## config.mk

```make
export PLATFORM = sky130hd
export DESIGN_NAME = out_flip_rt
export DESIGN_NICKNAME = d
export VERILOG_FILES = /design/src/rtl/flip_rt_pkg.sv /design/src/rtl/flip_rt_fifo_mem.sv /design/src/rtl/out_flip_rt.sv
export SDC_FILE = /design/constraint.sdc
export NUM_CORES = 1
export LEC_CHECK = 0
export CAP_MARGIN = 20
export CORE_ASPECT_RATIO = 0.7
export CORE_MARGIN = 3
export CORE_UTILIZATION = 59
export CTS_BUF_LIST = sky130_fd_sc_hd__clkbuf_16
export DETAILED_ROUTE_END_ITERATION = 12
export GPL_ROUTABILITY_DRIVEN = 0
export PLACE_DENSITY = 0.89
export SLEW_MARGIN = 20
export SYNTH_ARGS = -nofsm -noshare
export SYNTH_HDL_FRONTEND = slang
export SYNTH_SLANG_ARGS = --single-unit
```

## constraint.sdc

```tcl
create_clock -name clk -period 6.5 [get_ports clk]
set_input_delay 0.65 -clock clk [delete_from_list [all_inputs] [get_ports clk]]
set_output_delay 0.65 -clock clk [all_outputs]
set_load 0.03 [all_outputs]
```

## src/rtl/flip_rt_pkg.sv

```systemverilog
// Types and constants shared by the out_flip_rt transmitter and its matching receiver.
// Default payload width, buffer depth and the pointer-width helper.
package flip_rt_pkg;

    localparam int FLIP_RT_WIDTH = 32;
    localparam int FLIP_RT_CNT   = 4;

    typedef logic [FLIP_RT_WIDTH-1:0] flip_word_t;

    // Depths are powers of two, so the pointers wrap naturally at CNT.
    function automatic int ptr_w(input int cnt);
        return (cnt < 2) ? 1 : $clog2(cnt);
    endfunction

    localparam int FLIP_RT_PTR_W = ptr_w(FLIP_RT_CNT);

endpackage

```

## src/rtl/flip_rt_fifo_mem.sv

```systemverilog
// CNT x WIDTH register array for the out_flip_rt buffer.
// It has one write port and an asynchronous read port, so the head entry is visible in the same cycle.
module flip_rt_fifo_mem
    import flip_rt_pkg::*;
#(
    parameter int WIDTH = FLIP_RT_WIDTH,
    parameter int CNT   = FLIP_RT_CNT,
    parameter int PW    = ptr_w(CNT)
) (
    input  logic             clk,
    input  logic             we,
    input  logic [PW-1:0]    waddr,
    input  logic [WIDTH-1:0] wdata,
    input  logic [PW-1:0]    raddr,
    output logic [WIDTH-1:0] rdata
);

    logic [WIDTH-1:0] mem_q [CNT];

    always_ff @(posedge clk) begin
        if (we) begin
            mem_q[waddr] <= wdata;
        end
    end

    assign rdata = mem_q[raddr];

endmodule

```

## src/rtl/out_flip_rt.sv

```systemverilog
// Transmit side of the flip link. A CNT-deep in-order buffer issues words to a receiver
// that pauses through a registered rx_pause. Optional same-cycle bypass: OUT_FLIP_RT_BYPASS_EN.
module out_flip_rt
    import flip_rt_pkg::*;
#(
    parameter int WIDTH = $bits(flip_word_t),
    parameter int CNT   = FLIP_RT_CNT
) (
    input  logic             clk,
    input  logic             rst,
    input  logic             src_valid,
    input  logic [WIDTH-1:0] src_data,
    output logic             src_ready,
    output logic             tx_en,
    output logic [WIDTH-1:0] tx_data,
    input  logic             rx_pause,
    output logic             idle,
    output logic [15:0]      tx_count
);

    localparam int PW = ptr_w(CNT);
    localparam int OW = PW + 1;
    localparam logic [OW-1:0] OCC_FULL = OW'(CNT);

    logic [PW-1:0]    wr_ptr_q, wr_ptr_d;
    logic [PW-1:0]    rd_ptr_q, rd_ptr_d;
    logic [OW-1:0]    occ_q, occ_d;
    logic             pause_q, pause_d;
    logic [15:0]      tx_count_q, tx_count_d;
    logic [WIDTH-1:0] last_q, last_d;
    logic [WIDTH-1:0] head_data;
    logic             empty, full, push, pop, bypass, issue;

    flip_rt_fifo_mem #(
        .WIDTH (WIDTH),
        .CNT   (CNT),
        .PW    (PW)
    ) u_mem (
        .clk   (clk),
        .we    (push),
        .waddr (wr_ptr_q),
        .wdata (src_data),
        .raddr (rd_ptr_q),
        .rdata (head_data)
    );

    always_comb begin
        empty = (occ_q == '0);
        full  = (occ_q == OCC_FULL);
`ifdef OUT_FLIP_RT_BYPASS_EN
        bypass = !rst && empty && !pause_q && src_valid;
`else
        bypass = 1'b0;
`endif
        // Reset blocks issue outright, so a mid-stream reset never leaks a word.
        pop   = !rst && !empty && !pause_q;
        issue = pop || bypass;
        push  = !rst && src_valid && !full && !bypass;

        wr_ptr_d   = push ? wr_ptr_q + 1'b1 : wr_ptr_q;
        rd_ptr_d   = pop ? rd_ptr_q + 1'b1 : rd_ptr_q;
        occ_d      = occ_q;
        if (push && !pop) begin
            occ_d = occ_q + 1'b1;
        end else if (!push && pop) begin
            occ_d = occ_q - 1'b1;
        end
        pause_d    = rx_pause;
        tx_count_d = tx_count_q + {15'd0, issue};
        last_d     = issue ? (bypass ? src_data : head_data) : last_q;

        if (rst) begin
            wr_ptr_d   = '0;
            rd_ptr_d   = '0;
            occ_d      = '0;
            pause_d    = 1'b0;
            tx_count_d = '0;
        end
    end

    always_comb begin
        src_ready = rst || !full;
        tx_en     = issue;
        tx_data   = last_d;
        idle      = rst || (empty && !issue);
        tx_count  = rst ? 16'd0 : tx_count_q;
    end

    always_ff @(posedge clk) begin
        wr_ptr_q   <= wr_ptr_d;
        rd_ptr_q   <= rd_ptr_d;
        occ_q      <= occ_d;
        pause_q    <= pause_d;
        tx_count_q <= tx_count_d;
        last_q     <= last_d;
    end

endmodule
```

==> summary.md <==
| Metric | Value |
|---|---|
| Status | finished, final reports clean |
| First-pass GRT wire length | 20.1 mm |
| Top-Level Pins | 87 |
| # setup viols final | 0 |
| Die W | 136 um |
| Final Instance Count excl. Fillers | 638 |
| Max Clk Rate | 267 MHz |
| DP Area | 7960 um^2 |
| Crit-path max FO | 45 |
| Most common library cells after synthesis | edfxtp_1, dfxtp_1, mux4_2 |
| Overall Power | 0.00379 W |
| Area Overhead vs Synth | 22.5% |
| Initial antenna violation count | 1 |
| CTS HTree Levels | 4 |
| Cell with the most instances after synthesis | edfxtp_1 |
| Layout cell share with drive strength beyond 1 | 0.223 |
| CTS tree | built |
| Critical path class | in -> out |
| Max_cap viols | 0 |
| Die height | 97.0 um |
| Seq/Total Area, Yosys | 0.717 |
| Hpwl dp | 7.47 mm |
| Register area | 5010 um^2 |
| Footprint of the multi-input gates | 1850 um^2 |
| Slew headroom | 0.403 |
| NumNets Final | 516 |
| Critical Path RT | 5.85 ns |
| Final hold viol count | 0 |
| Vias in the first global route | 3828 |
| Period minus WS final | 3.75 ns |
| DR pass1 iterations | 4 |
| Clk_lat worst skew | 0.43 ns |
| Clk buf depth | 2 |
| Unrepaired setup endpoints after global routing | no |
| Post-Place Cells | 606 |
| Port bufs | 86 |
| Routed WL per cell | 19.9 um |
| Setup TNS | 0 ns |
| Place WS | 2.75 ns |
| Crit path DAT | 3.10 ns |
| Cell Pwr Density | 444 nW/um^2 |
| Num CTS Buffers | 17 |
| Post-route design area | 8550 um^2 |
| Hold_buf cts | 0 |
| Min-delay worst type | reg -> reg |
| Post-route ant nets | 0 |
| FF+latch count, synth | 186 |
| # fillers | 627 |
| Dominant cells by area after synthesis | edfxtp_1, dfxtp_1, mux4_2 |
| Fin. max-slew vios | 0 |
| Vias per cell | 5.63 |
| Post_cts resized | 0 |
| Synth Instances | 379 |
| Drt initial violations | 265 |
| Mapped Area | 6980 um^2 |
| Post-synth top area share | 0.551 |
| Synth area leader | edfxtp_1 |
| Core area | 11300 um^2 |
| Total grt overflow | 0 |
| Final setup margin | 2.75 ns |
| Lkg Pwr | 2.85 nW |
| Critical Path End Type | output port |
| Syn nets | 423 |
| Least-Margin Pin Slew | 0.895 ns |
| Max IR drop VDD | 295 uV |
| Primary FF master, synth | edfxtp_1 |
| Synth cell types | 36 |
| Setup repair bufs after CTS | 0 |
| Die area | 13200 um^2 |
| Row count | 32 |
| GRT Total Usage | 0.204 |
| Avg Synthesized Cell Area | 18.4 um^2 |
| Synth Warn # | 0 |
| Clock skew | 0.0128 ns |
| Final Cycle Share | 0.577 |
| Clock sink count | 186 |
| Clock transition at path regs | 0.07 ns |
| Final wirelength | 12.7 mm |
| Drt drc | 0 |
| Vias | 3589 |
| Initial Util | 0.618 |
| Startpoint Class | input port |
| # diodes | 0 |
| Ys async rst share | 0 |
| Post-synth EDFFs | 128 |
| Largest net degree at the start of global routing | 46 |
| CTS Root Cell | clkbuf_16 |
-- per-layer routing --
layer  global-route usage  routed length (um)
met1                0.260                5260
met2                0.335                6530
met3               0.0634                 733
met4               0.0651                 155
met5                    0                  12
-- metrics by stage --
step	hold slack (ns)	util
floorplan	0.428	-
global placement	0.438	0.705
detailed placement	0.459	0.705
CTS	0.479	0.757
global route	0.487	0.757
finish	0.476	0.757
-- report_power, final --
part | switching (W) | total [W] | internal (W)
Sequential | 0.0000828 | 0.00154 | 0.00146
Clock | 0.000461 | 0.00100 | 0.000543
Combinational | 0.000658 | 0.00125 | 0.000588
Total | 0.00120 | 0.00379 | 0.00259
-- flip-flops by register name, summed over array words and instances (netlist names), named ones only --
signal and cells:
occ_q 3, rd_ptr_q 2, u_mem.mem_q 128, wr_ptr_q 2, tx_count_q 16, last_q 32, pause_q 1
-- cells in the final DEF, fill, tap and decap left out, types with 12 or more instances in the layout --
| cell | netlist | final |
|---|---|---|
| mux4_2 | 30 | 30 |
| edfxtp_1 | 128 | 128 |
| dfxtp_1 | 58 | 56 |
| nor2b_1 | 16 | 16 |
| mux2_2 | 26 | 26 |
| clkdlybuf4s50_1 | 0 | 86 |
| clkbuf_16 | 0 | 17 |
| nor2_1 | 26 | 26 |
| xnor2_1 | 12 | 12 |
-- kinds of logic (layout without fill, tap and decap cells) --
kind of cell / after synthesis / count (layout) / share of synthesized area
AOI/OAI and AO/OA: 3 / 3 / 0.00251
xor gates and xnor gates: 18 / 18 / 0.0226
and+or+nand+nor: 74 / 74 / 0.0581
muxes: 68 / 68 / 0.166
adders and majority gates: 8 / 8 / 0.0154
buffers and inverters: 22 / 128 / 0.0190
DFF: 186 / 186 / 0.717
-- worst paths after layout --
path	end	slack, ns	cells after the start	from
setup / recovery	tx_data[14]	2.75	6	rst
setup reg to reg	tx_count_q[14]	4.03	8	occ_q[0]
hold reg to reg	last_q[30]	0.48	1	last_q[30]
hold / removal	last_q[30]	0.48	1	last_q[30]
-- area by class of cell --
cell class,count,area share
inverter,7,0.00307
multi-input combinational,171,0.216
tap,153,0.0224
clock buffer,17,0.0498
clock inverter,15,0.0195
timing repair buffer,89,0.103
sequential,186,0.586
-- worst max-delay path, stage by stage --
cell and delay (ns):
clkdlybuf4s50_1 0.40, buf_4 0.27, nor3_4 0.19, buf_4 0.53, mux2_2 0.43, clkdlybuf4s50_1 0.61
(Power assumes the default switching activity.)
